<file path="config.mk">
export PLATFORM = sky130hd
export DESIGN_NAME = tdm_demux4
export DESIGN_NICKNAME = d
export VERILOG_FILES = /design/src/rtl/tdm_demux4_pkg.sv /design/src/rtl/tdm_demux4_slot_ctr.sv /design/src/rtl/tdm_demux4.sv
export SDC_FILE = /design/constraint.sdc
export NUM_CORES = 1
export LEC_CHECK = 0
export ABC_AREA = 1
export BUFFER_PORTS_ARGS = -buffer_cell sky130_fd_sc_hd__buf_2
export CAP_MARGIN = 30
export CORE_MARGIN = 10
export CORE_UTILIZATION = 25
export DETAILED_ROUTE_END_ITERATION = 16
export SLEW_MARGIN = 20
export SYNTH_ARGS = -nofsm -noshare
export SYNTH_HDL_FRONTEND = slang
export SYNTH_SLANG_ARGS = --single-unit
</file>
<file path="constraint.sdc">
create_clock -name clk -period 1.2 [get_ports clk]
set_input_delay 0.18 -clock clk [delete_from_list [all_inputs] [get_ports clk]]
set_output_delay 0.18 -clock clk [all_outputs]
set_load 0.005 [all_outputs]
</file>
<file path="src/rtl/tdm_demux4_pkg.sv">
// Shared types and constants for the 4-channel TDM demultiplexer.
// The slot index is 2 bits, so the channel count is fixed at 4.
package tdm_demux4_pkg;

  typedef enum logic {
    ST_HUNT = 1'b0,
    ST_LOCK = 1'b1
  } state_t;

  localparam int SLOT_W = 2;
  localparam int NCH    = 4;

endpackage

</file>
<file path="src/rtl/tdm_demux4_slot_ctr.sv">
// Slot counter for the TDM demultiplexer.
// Holds the next expected slot index. Priority is clear, then load-to-1, then increment.
module tdm_demux4_slot_ctr
  import tdm_demux4_pkg::*;
(
  input  logic              clk,
  input  logic              rst_n,
  input  logic              inc,
  input  logic              load1,
  input  logic              clr,
  output logic [SLOT_W-1:0] slot
);

  logic [SLOT_W-1:0] slot_reg;

  always_ff @(posedge clk or negedge rst_n) begin
    if (!rst_n) begin
      slot_reg <= '0;
    end else if (clr) begin
      slot_reg <= '0;
    end else if (load1) begin
      slot_reg <= SLOT_W'(1);
    end else if (inc) begin
      slot_reg <= slot_reg + 1'b1;   // 3 wraps to 0
    end
  end

  assign slot = slot_reg;

endmodule

</file>
<file path="src/rtl/tdm_demux4.sv">
// Receive-side TDM demultiplexer. It collects four slot samples, starting at the
// beat marked by in_sync, and presents them as one registered frame-aligned word.
module tdm_demux4
  import tdm_demux4_pkg::*;
#(
  parameter int WIDTH = 1
) (
  input  logic                 clk,
  input  logic                 rst_n,
  input  logic                 in_valid,
  input  logic                 in_sync,
  input  logic [WIDTH-1:0]     in_data,
  input  logic                 err_clr,
  output logic [NCH*WIDTH-1:0] out_data,
  output logic                 out_valid,
  output logic [SLOT_W-1:0]    slot,
  output logic                 locked,
  output logic                 sync_err
);

  state_t                 state_reg;
  logic [SLOT_W-1:0]      slot_cur;
  logic [NCH*WIDTH-1:0]   out_data_reg;
  logic                   out_valid_reg;
  logic                   sync_err_reg;
  logic [3*WIDTH-1:0]     shadow;
  logic [2:0]             shadow_we;

  logic ctr_inc;
  logic ctr_load1;
  logic ctr_clr;
  logic in_lock;
  logic at_slot0;
  logic frame_done;
  logic err_set;
  logic lose_lock;

  assign in_lock  = (state_reg == ST_LOCK);
  assign at_slot0 = (slot_cur == '0);

  always_comb begin
    ctr_inc    = 1'b0;
    ctr_load1  = 1'b0;
    ctr_clr    = 1'b0;
    shadow_we  = '0;
    frame_done = 1'b0;
    err_set    = 1'b0;
    lose_lock  = 1'b0;
    if (in_valid) begin
      if (in_sync) begin
        // A sync beat always starts a frame, whether hunting, on time or early.
        ctr_load1    = 1'b1;
        shadow_we[0] = 1'b1;
        err_set      = in_lock && !at_slot0;
      end else if (in_lock) begin
        if (at_slot0) begin
          ctr_clr   = 1'b1;
          err_set   = 1'b1;
          lose_lock = 1'b1;
        end else begin
          ctr_inc = 1'b1;
          if (slot_cur == SLOT_W'(1)) shadow_we[1] = 1'b1;
          if (slot_cur == SLOT_W'(2)) shadow_we[2] = 1'b1;
          frame_done = (slot_cur == SLOT_W'(3));
        end
      end
    end
  end

  tdm_demux4_slot_ctr u_slot_ctr (
    .clk   (clk),
    .rst_n (rst_n),
    .inc   (ctr_inc),
    .load1 (ctr_load1),
    .clr   (ctr_clr),
    .slot  (slot_cur)
  );

  // Slot 3 is never stored; it goes straight into the output word.
  generate
    for (genvar gi = 0; gi < 3; gi++) begin : g_shadow
      logic [WIDTH-1:0] val_reg;

      always_ff @(posedge clk or negedge rst_n) begin
        if (!rst_n) begin
          val_reg <= '0;
        end else if (shadow_we[gi]) begin
          val_reg <= in_data;
        end
      end

      assign shadow[gi*WIDTH +: WIDTH] = val_reg;
    end
  endgenerate

  always_ff @(posedge clk or negedge rst_n) begin
    if (!rst_n) begin
      state_reg     <= ST_HUNT;
      out_data_reg  <= '0;
      out_valid_reg <= 1'b0;
      sync_err_reg  <= 1'b0;
    end else begin
      out_valid_reg <= frame_done;
      if (frame_done) begin
        out_data_reg <= {in_data, shadow};
      end

      if (in_valid && in_sync) begin
        state_reg <= ST_LOCK;
      end else if (lose_lock) begin
        state_reg <= ST_HUNT;
      end

      // A new error takes precedence over a simultaneous clear.
      if (err_set) begin
        sync_err_reg <= 1'b1;
      end else if (err_clr) begin
        sync_err_reg <= 1'b0;
      end
    end
  end

  assign out_data  = out_data_reg;
  assign out_valid = out_valid_reg;
  assign slot      = slot_cur;
  assign locked    = in_lock;
  assign sync_err  = sync_err_reg;

endmodule

</file>
* Yosys cells after proc, flatten, opt, wreduce, memory -nomap -nowiden
Index checks and enable logic that the tools add are counted.
** Word-level totals
- Flip-flop bits (word level) :: 12
- Input port bits :: 6
** Operators by class
- Reductions and logical operators :: 7
- $add $sub $neg :: 1
- Muxes and demuxes :: 29
- Equal/unequal tests :: 3
** Operators with widths (number)
- 1-bit two-way mux :: 22
- 2-bit two-way mux :: 6
- 2-bit == test (second input constant) :: 2
- 2-bit nonzero test :: 2
- 3-bit two-way mux :: 1
- 3-bit nonzero test :: 1
- 2-bit by 1-bit adder with 2-bit output (second input constant) :: 1
- 2-bit by 1-bit == test with 1-bit output (second input constant) :: 1
- 1-bit logical AND :: 2
- 2-bit zero test :: 1
- 1-bit zero test :: 1

* Logic depth before layout (Yosys ltp)
Gate-level depths: netlist of run 1.
- Word-level depth :: 8
- Mapped depth :: 7
- Mapped depth without buffers :: 7

* Modules after synthesis
Synthesis of run 1 repeated with hierarchy kept, for this count alone.
** Unflattened totals
- Cell total of the unflattened synthesis :: 72
- Area total of the unflattened synthesis :: 578.1 sq um
** By module, submodules not included
- tdm_demux4 :: cells each 56, sequential area each 250.2 sq um, area each 470.5 sq um, times used 1
- tdm_demux4_slot_ctr :: cells each 16, sequential area each 50.0 sq um, area each 107.6 sq um, times used 1

* Worst setup path before layout of run 1
No wires, ideal clock.
- Path type :: register to register
- Start point :: register u_slot_ctr.slot_reg[0], in the netlist u_slot_ctr.slot[0]
- End point :: register state_reg, in the netlist locked
- Arrival :: 0.924 ns
- Required time :: 1.080 ns
- Stages on the path, launching flop included :: 8
- Setup slack :: 0.155 ns
- Path through :: dfrtp_1 -> inv_1 -> ha_1 -> nand2_1 -> inv_1 -> nand2_1 -> nand2_1 -> nand2_1
** On the way
- Word-level cells in the longest chain between the ends :: 6
** Ends and longest elaborated chain
- start, declared :: RTL line tdm_demux4_slot_ctr.sv:14 : logic [SLOT_W-1:0] slot_reg;
- start signal, assigned :: RTL line tdm_demux4_slot_ctr.sv:24 : slot_reg <= slot_reg + 1'b1;
- 2-bit zero test :: RTL line tdm_demux4.sv:39 : assign at_slot0 = (slot_cur == '0);
- 1-bit two-way mux :: RTL line tdm_demux4.sv:56 : if (at_slot0) begin
- 1-bit two-way mux :: RTL line tdm_demux4.sv:55 : end else if (in_lock) begin
- 1-bit two-way mux :: RTL line tdm_demux4.sv:50 : if (in_sync) begin
- 1-bit two-way mux :: RTL line tdm_demux4.sv:49 : if (in_valid) begin
- 2-bit nonzero test (no line)
- end signal, assigned :: RTL line tdm_demux4.sv:98 : state_reg <= ST_HUNT;
- end signal, assigned :: RTL line tdm_demux4.sv:109 : state_reg <= ST_LOCK;
- end signal, assigned :: RTL line tdm_demux4.sv:111 : state_reg <= ST_HUNT;
- end, declared :: RTL line tdm_demux4.sv:21 : state_t state_reg;
No other way between the ends.
A chain may end at the register's enable or synchronous reset.

* Final worst setup path of run 1
- Start point :: register u_slot_ctr.slot_reg[0], in the netlist u_slot_ctr.slot[0]
- End point :: register u_slot_ctr.slot_reg[1], in the netlist u_slot_ctr.slot[1]
** On the way
- Word-level cells in the longest chain between the ends :: 6
** Ends and longest elaborated chain (RTL line)
- 2-bit zero test :: tdm_demux4.sv:39
- 1-bit two-way mux :: tdm_demux4.sv:56
- 1-bit two-way mux :: tdm_demux4.sv:55
- 1-bit two-way mux :: tdm_demux4.sv:50
- 1-bit two-way mux :: tdm_demux4.sv:49
- 3-bit nonzero test (no line) or 2-bit two-way mux (tied branches)
Several ways; a longest one is shown, not always the timed one. The select of a mux whose other input is x is not followed.

==> run_summary.xml, run 1 <==
<?xml version="1.0" encoding="UTF-8"?>
<metrics>
  <group name="die">
    <metric name="design.die.area" unit="um^2">4750</metric>
    <metric name="dieHeight" unit="um">68.9</metric>
    <metric name="die_width" unit="um">68.9</metric>
    <metric name="initial_utilization" unit="">0.265</metric>
    <metric name="design.core.area" unit="um^2">2250</metric>
    <metric name="boundaryPins" unit="">15</metric>
    <metric name="rows" unit="">17</metric>
  </group>
  <group name="global_route">
    <metric name="grt_first_pass_wirelength" unit="um">2080</metric>
    <metric name="number_of_antenna_violations_at_the_first_check_in_global_routing" unit="">0</metric>
    <metric name="maximum_number_of_pins_on_one_net_before_global_route_repair" unit="">13</metric>
    <metric name="grtUsageTotal" unit="">0.0583</metric>
    <metric name="grt_pass1_vias" unit="">467</metric>
    <metric name="grt_ovf" unit="">0</metric>
  </group>
  <group name="layout">
    <metric name="antennaDiodeCount" unit="">0</metric>
    <metric name="fin_nets" unit="">107</metric>
    <metric name="final.fill_count" unit="">256</metric>
    <metric name="area.growth.synth_to_final" unit="%">26.4</metric>
    <metric name="layout.cell_area.non_filler" unit="um^2">756</metric>
    <metric name="max_ffs_per_register" unit="">4</metric>
    <metric name="mostFrequentLayoutCell" unit="">sky130_fd_sc_hd__nand2_1</metric>
    <metric name="layout.cells.most_common_list" unit="">sky130_fd_sc_hd__nand2_1 (32), sky130_fd_sc_hd__buf_2 (14), sky130_fd_sc_hd__inv_1 (12)</metric>
    <metric name="drive_gt1_frac" unit="">0.250</metric>
  </group>
  <group name="worst_setup_path">
    <metric name="cp.arrival" unit="ps">1290</metric>
    <metric name="cp_max_stage_cell" unit="">sky130_fd_sc_hd__dfrtp_1</metric>
    <metric name="timing.critical_path.from_type" unit="">flop</metric>
    <metric name="worstSetupEndpointType" unit="">flop</metric>
    <metric name="cp_max_fo" unit="">5</metric>
    <metric name="crit_path_cell_trace" unit="">inv_2, ha_1, inv_1, a21oi_1, nand2_1, nand2_1</metric>
    <metric name="max_stage_delay" unit="ps">420</metric>
    <metric name="cp.required" unit="ps">1400</metric>
    <metric name="critical_path_most_common_cell" unit="">sky130_fd_sc_hd__nand2_1</metric>
    <metric name="criticalPathCategory" unit="">flop to flop</metric>
  </group>
  <group name="detailed_routing">
    <metric name="initialDrtViolationCount" unit="">15</metric>
    <metric name="wirelength" unit="um">1260</metric>
    <metric name="viasPerCell" unit="">4.10</metric>
    <metric name="drt_pass1_iterations" unit="">4</metric>
    <metric name="average_routed_wire_per_standard_cell" unit="um">10.1</metric>
    <metric name="remaining_drc_errors" unit="">0</metric>
    <metric name="via_count" unit="">508</metric>
    <metric name="antenna_left" unit="">0</metric>
  </group>
  <group name="power">
    <metric name="power.static_leakage" unit="nW">0.468</metric>
    <metric name="power.share.sequential" unit="">0.436</metric>
    <metric name="clockPowerShare" unit="">0.219</metric>
    <metric name="power.switching_fraction" unit="">0.363</metric>
    <metric name="comb_power_share" unit="">0.345</metric>
    <metric name="worst_ir_drop_vdd" unit="uV">743</metric>
    <metric name="internal-power" unit="W">0.000950</metric>
    <metric name="pwr_density_cell" unit="nW/um^2">1980</metric>
    <metric name="switchingPower" unit="W">0.000543</metric>
  </group>
  <group name="timing">
    <metric name="timing.final.crit_share" unit="">0.907</metric>
    <metric name="finalHoldViolCount" unit="">0</metric>
    <metric name="slew_headroom" unit="">0.814</metric>
    <metric name="fin_skew" unit="ps">7.27</metric>
    <metric name="final.setup.tns" unit="ps">0</metric>
    <metric name="report.final.setup_viol" unit="">0</metric>
    <metric name="rsz0062_at_grt" unit="">no</metric>
    <metric name="max_freq" unit="MHz">918</metric>
    <metric name="slew_viol_final" unit="">0</metric>
    <metric name="time_the_final_worst_path_needs_with_i_o_delays_and_setup" unit="ps">1090</metric>
    <metric name="worst-slew-pin-transition" unit="ps">279</metric>
  </group>
  <group name="logic_synthesis">
    <metric name="synth.lib_cells_used.distinct" unit="">8</metric>
    <metric name="mappedNetlistArea" unit="um^2">598</metric>
    <metric name="register_bit_count_reported_by_yosys" unit="">12</metric>
    <metric name="syn-num-nets" unit="">87</metric>
    <metric name="per_instance_average_area_after_synthesis" unit="um^2">7.77</metric>
    <metric name="yosysSeqAreaShare" unit="">0.502</metric>
    <metric name="syn-instance-count" unit="">77</metric>
    <metric name="ys_warn_count" unit="">0</metric>
  </group>
  <group name="clocking">
    <metric name="htree_levels" unit="">1</metric>
    <metric name="clock-root-buffer" unit="">sky130_fd_sc_hd__clkbuf_4</metric>
    <metric name="clk-insertion-delay-late" unit="ps">270</metric>
    <metric name="cts_tree" unit="">built</metric>
    <metric name="cts_sinks" unit="">12</metric>
    <metric name="cts-buffers-inserted" unit="">3</metric>
    <metric name="clock_tree.buffer_depth" unit="">2</metric>
    <metric name="post_cts_buffers" unit="">0</metric>
    <metric name="clock_transition_at_the_registers_of_the_reported_paths" unit="ps">80</metric>
  </group>
  <group name="run">
    <metric name="cap_violations" unit="">0</metric>
  </group>
  <group name="hold_path">
    <metric name="min-delay-path-class" unit="">input port to flop</metric>
  </group>
  <group name="place">
    <metric name="dp_hpwl" unit="um">1020</metric>
    <metric name="global_placer_s_final_weighted_congestion" unit="">0.689</metric>
    <metric name="placed_area" unit="um^2">703</metric>
    <metric name="numPortBuffers" unit="">14</metric>
  </group>
  <group name="status">
    <metric name="status" unit="">finished clean</metric>
  </group>
</metrics>
[critical path: cells and delay by family, from the launching register on]
| kind | cells | cell delay, ps |
|---|---|---|
| and+or+nand+nor | 2 | 120 |
| DFF | 1 | 420 |
| buffers and inverters | 2 | 100 |
| adders and majority gates | 1 | 270 |
| AOI/OAI and AO/OA | 1 | 100 |
[power by group through the flow]
stage / clock network (W) / logic [W] / registers (W)
2_1_floorplan: 0 / 0.000302 / 0.000654
3_3_place_gp: 0 / 0.000505 / 0.000649
3_5_place_dp: 0 / 0.000516 / 0.000655
4_1_cts: 0.000337 / 0.000519 / 0.000647
5_1_grt: 0.000360 / 0.000606 / 0.000680
6_report: 0.000326 / 0.000515 / 0.000651
[layer usage]
metal / routed length (um) / GRT usage / part of all wire
met1: 568 / 0.0714 / 0.45
met2: 555 / 0.0856 / 0.44
met3: 125 / 0.0242 / 0.099
met4: 8 / 0.0296 / 0.0064
met5: 0 / 0 / 0
[final timing paths]
path	startpoint	endpoint	slack [ps]	cells past startpoint
setup / recovery	u_slot_ctr.slot[0]	u_slot_ctr.slot[1]	110	6
hold / removal	in_data	g_shadow[0].val_reg	160	3
setup reg to reg	u_slot_ctr.slot[0]	u_slot_ctr.slot[1]	110	6
hold reg to reg	out_data[0]	out_data[0]	470	2
max in group asynchronous	rst_n	u_slot_ctr.slot[1]	650	2
min in group asynchronous	rst_n	sync_err	310	2
[per-stage QoR]
step	util	hold WS [ps]	worst slack, ps	std cells	total power (W)
global placement	0.312	72.6	61.9	119	0.00115
CTS	0.332	154	16.0	124	0.00150
global route	0.335	179	1.60	124	0.00165
detailed placement	0.312	79.2	29.2	119	0.00117
finish	0.335	157	111	124	0.00149
floorplan	-	-116	155	77	0.000956
[cells in the mapped netlist (all sizes together)]
cell	n	area (um^2)
a21oi	1	5.00
nor2	5	26.3
ha	4	50.1
dfrtp	12	300
nand2	33	124
nand3	8	40.0
inv	14	52.6
[timing repair]
action                                  CTS  global route
resized for setup                         0             5
hold buffers                              1             0
endpoints found under the setup margin    0             6
endpoints found under the hold margin    12             0
[cell type report]
cell class / instances / area (um^2) / share of cell area
Clock buffer: 4 / 36.3 / 0.0480
Inverter: 14 / 52.6 / 0.0695
Multi-Input combinational cell: 51 / 250 / 0.331
Sequential cell: 12 / 302 / 0.399
Tap cell: 28 / 35.0 / 0.0464
Timing Repair Buffer: 15 / 80.1 / 0.106
[cell families (layout without fill, tap and decap cells)]
group,Yosys count,after routing,share of synthesized area
simple gates,46,46,0.318
fa+ha+maj,4,4,0.0837
compound gates,1,1,0.00836
buf+inv,14,33,0.0879
flops,12,12,0.502
Note: power is estimated with default switching activity, not from simulation.
==> inputs of run 2 (changes only) <==
--- a/config.mk
+++ b/config.mk
@@ -8,9 +8,12 @@
 export ABC_AREA = 1
 export BUFFER_PORTS_ARGS = -buffer_cell sky130_fd_sc_hd__buf_2
 export CAP_MARGIN = 30
-export CORE_MARGIN = 10
+export CELL_PAD_IN_SITES_DETAIL_PLACEMENT = 2
+export CELL_PAD_IN_SITES_GLOBAL_PLACEMENT = 2
+export CORE_MARGIN = 2
 export CORE_UTILIZATION = 25
 export DETAILED_ROUTE_END_ITERATION = 16
+export PLACE_DENSITY_LB_ADDON = 0.1
 export SLEW_MARGIN = 20
 export SYNTH_ARGS = -nofsm -noshare
 export SYNTH_HDL_FRONTEND = slang
==> run 2 against run 1 <==
  * Maximum frequency shrank 3.3%
  * Critical path type unchanged
  * Total power rose by 4.9%
  * Core utilization grew 1.2 points
  * Largest power group unchanged
  * Highest routed layer unchanged
==> run_summary.xml, run 2 (synthesis results as in run 1) <==
<?xml version="1.0" encoding="UTF-8"?>
<metrics>
  <group name="status">
    <metric name="status" unit="">finished clean</metric>
  </group>
  <group name="worst_setup_path">
    <metric name="worstSetupEndpointType" unit="">flop</metric>
    <metric name="cp_top_family" unit="">flip-flops</metric>
    <metric name="criticalPathCategory" unit="">flop to flop</metric>
    <metric name="timing.critical_path.from_type" unit="">flop</metric>
    <metric name="worst_r2r_startpoint" unit="">u_slot_ctr.slot[0]</metric>
    <metric name="worstSetupStartpoint" unit="">u_slot_ctr.slot[0]</metric>
    <metric name="max_stage_delay" unit="ps">410</metric>
    <metric name="cp.arrival" unit="ps">1290</metric>
    <metric name="path_buf_inv" unit="">2</metric>
    <metric name="critical_path_most_common_cell" unit="">sky130_fd_sc_hd__nand2_1</metric>
    <metric name="worstReg2RegEnd" unit="">g_shadow[2].val_reg</metric>
    <metric name="cp_max_fo" unit="">3</metric>
    <metric name="cp.required" unit="ps">1360</metric>
    <metric name="cp_max_stage_cell" unit="">sky130_fd_sc_hd__dfrtp_1</metric>
    <metric name="r2r.worst_path.cells" unit="">7</metric>
    <metric name="crit_path_cell_trace" unit="">inv_2, ha_1, inv_1, nor2_1, nand2_1, nand2_1, nand2_1</metric>
    <metric name="rrSetupSlack" unit="ps">70</metric>
  </group>
  <group name="die">
    <metric name="initial_utilization" unit="">0.268</metric>
    <metric name="design.die.area" unit="um^2">2800</metric>
    <metric name="boundaryPins" unit="">15</metric>
    <metric name="rows" unit="">17</metric>
    <metric name="design.core.area" unit="um^2">2230</metric>
    <metric name="dieHeight" unit="um">52.9</metric>
    <metric name="die_width" unit="um">52.9</metric>
  </group>
  <group name="clocking">
    <metric name="clock_transition_at_the_registers_of_the_reported_paths" unit="ps">80</metric>
    <metric name="clock_tree.buffer_depth" unit="">2</metric>
    <metric name="clk-insertion-delay-late" unit="ps">270</metric>
    <metric name="htree_levels" unit="">1</metric>
    <metric name="clock-root-buffer" unit="">sky130_fd_sc_hd__clkbuf_4</metric>
    <metric name="cts-buffers-inserted" unit="">3</metric>
    <metric name="cts_sinks" unit="">12</metric>
    <metric name="post_cts_buffers" unit="">0</metric>
    <metric name="cts_tree" unit="">built</metric>
  </group>
  <group name="detailed_routing">
    <metric name="antenna_left" unit="">0</metric>
    <metric name="wirelength" unit="um">1490</metric>
    <metric name="wl_met3" unit="um">53</metric>
    <metric name="dr_top_layer" unit="">met4</metric>
    <metric name="initialDrtViolationCount" unit="">4</metric>
    <metric name="wl_met1" unit="um">678</metric>
    <metric name="viasPerCell" unit="">4.35</metric>
    <metric name="via_count" unit="">544</metric>
    <metric name="remaining_drc_errors" unit="">0</metric>
    <metric name="average_routed_wire_per_standard_cell" unit="um">11.9</metric>
    <metric name="wl_met2" unit="um">728</metric>
    <metric name="drt_pass1_iterations" unit="">2</metric>
  </group>
  <group name="timing">
    <metric name="final.setup.tns" unit="ps">0</metric>
    <metric name="timing.final.crit_share" unit="">0.938</metric>
    <metric name="worst-slew-pin-transition" unit="ps">287</metric>
    <metric name="max_freq" unit="MHz">888</metric>
    <metric name="fin_skew" unit="ps">2.09</metric>
    <metric name="rsz0062_at_grt" unit="">yes</metric>
    <metric name="slew_viol_final" unit="">0</metric>
    <metric name="time_the_final_worst_path_needs_with_i_o_delays_and_setup" unit="ps">1130</metric>
    <metric name="report.final.setup_viol" unit="">0</metric>
    <metric name="finalHoldViolCount" unit="">0</metric>
    <metric name="slew_headroom" unit="">0.809</metric>
  </group>
  <group name="power">
    <metric name="power.static_leakage" unit="nW">0.475</metric>
    <metric name="design_power_total" unit="W">0.00157</metric>
    <metric name="pwr_density_cell" unit="nW/um^2">2020</metric>
    <metric name="worst_ir_drop_vdd" unit="uV">650</metric>
  </group>
  <group name="layout">
    <metric name="layout.cells.most_common_list" unit="">sky130_fd_sc_hd__nand2_1 (32), sky130_fd_sc_hd__buf_2 (14), sky130_fd_sc_hd__inv_1 (12)</metric>
    <metric name="final.fill_count" unit="">285</metric>
    <metric name="mostFrequentLayoutCell" unit="">sky130_fd_sc_hd__nand2_1</metric>
    <metric name="layout.cell_area.non_filler" unit="um^2">776</metric>
    <metric name="fin_nets" unit="">108</metric>
    <metric name="drive_gt1_frac" unit="">0.268</metric>
    <metric name="finalNonFillerCells" unit="">125</metric>
    <metric name="max_ffs_per_register" unit="">4</metric>
    <metric name="antennaDiodeCount" unit="">0</metric>
    <metric name="area.growth.synth_to_final" unit="%">29.7</metric>
  </group>
  <group name="run">
    <metric name="cap_violations" unit="">0</metric>
  </group>
  <group name="global_route">
    <metric name="grtUsageTotal" unit="">0.136</metric>
    <metric name="grt_first_pass_wirelength" unit="um">2620</metric>
    <metric name="maximum_number_of_pins_on_one_net_before_global_route_repair" unit="">13</metric>
    <metric name="grt_pass1_vias" unit="">591</metric>
    <metric name="number_of_antenna_violations_at_the_first_check_in_global_routing" unit="">0</metric>
    <metric name="grt_ovf" unit="">0</metric>
  </group>
  <group name="hold_path">
    <metric name="hold-path-cell-count" unit="">3</metric>
    <metric name="min-delay-path-class" unit="">input port to flop</metric>
    <metric name="min_from" unit="">in_data</metric>
    <metric name="hold_path_endpoint" unit="">g_shadow[0].val_reg</metric>
  </group>
  <group name="place">
    <metric name="numPortBuffers" unit="">14</metric>
    <metric name="placed_area" unit="um^2">711</metric>
    <metric name="place.detailed.instances" unit="">120</metric>
    <metric name="global_placer_s_final_weighted_congestion" unit="">0.717</metric>
    <metric name="dp_hpwl" unit="um">1200</metric>
  </group>
</metrics>
==> run 2: repair_timing <==
item	in CTS	in global routing
gates resized for setup	0	7
endpoints found under the setup margin	0	8
hold buffers	1	0
endpoints found under the hold margin	12	0
==> run 2: final cells by class <==
class / instances / area, um^2 / share of cell area
sequential: 12 / 302 / 0.389
clock buffer: 4 / 36.3 / 0.0468
multi-input combinational: 51 / 263 / 0.339
inverter: 14 / 52.6 / 0.0677
tap: 28 / 35.0 / 0.0452
timing repair buffer: 16 / 87.6 / 0.113
==> run 2: layer usage <==
metal | global-route usage | up-vias
met1 | 0.163 | 260
li1 | - | 271
met3 | 0.0254 | 2
met2 | 0.221 | 11
met4 | 0.0897 | 0
met5 | 0 | -
==> run 2: power by group <==
group | leakage [nW] | switching [W] | internal [W]
registers | 0.150 | 0.000108 | 0.000547
clock network | 0.0210 | 0.000130 | 0.000184
logic | 0.304 | 0.000337 | 0.000260
==> run 2: worst max-delay path by stage <==
| stage | cells after the start | end |
|---|---|---|
| 4_1_cts | 6 | out_data[0] |
| 3_5_place_dp | 6 | out_data[0] |
| 6_report | 7 | g_shadow[2].val_reg |
| 2_1_floorplan | 7 | locked |
| 5_1_grt | 7 | g_shadow[2].val_reg |
| 3_3_place_gp | 7 | g_shadow[2].val_reg |
==> run 2: worst register-to-register path, cell delays in order, from the launching register on <==
cell,delay [ps]
sky130_fd_sc_hd__dfrtp_1,410
sky130_fd_sc_hd__inv_2,110
sky130_fd_sc_hd__ha_1,160
sky130_fd_sc_hd__inv_1,40
sky130_fd_sc_hd__nor2_1,140
sky130_fd_sc_hd__nand2_1,70
sky130_fd_sc_hd__nand2_1,60
sky130_fd_sc_hd__nand2_1,40
==> run 2: stage by stage <==
stage	util	hold slack, ps	setup slack (ps)
floorplan	-	-116	155
global placement	0.318	80.5	86.1
detailed placement	0.318	80.5	47.1
CTS	0.339	170	25.0
global route	0.347	196	-24.4
finish	0.347	179	74.5
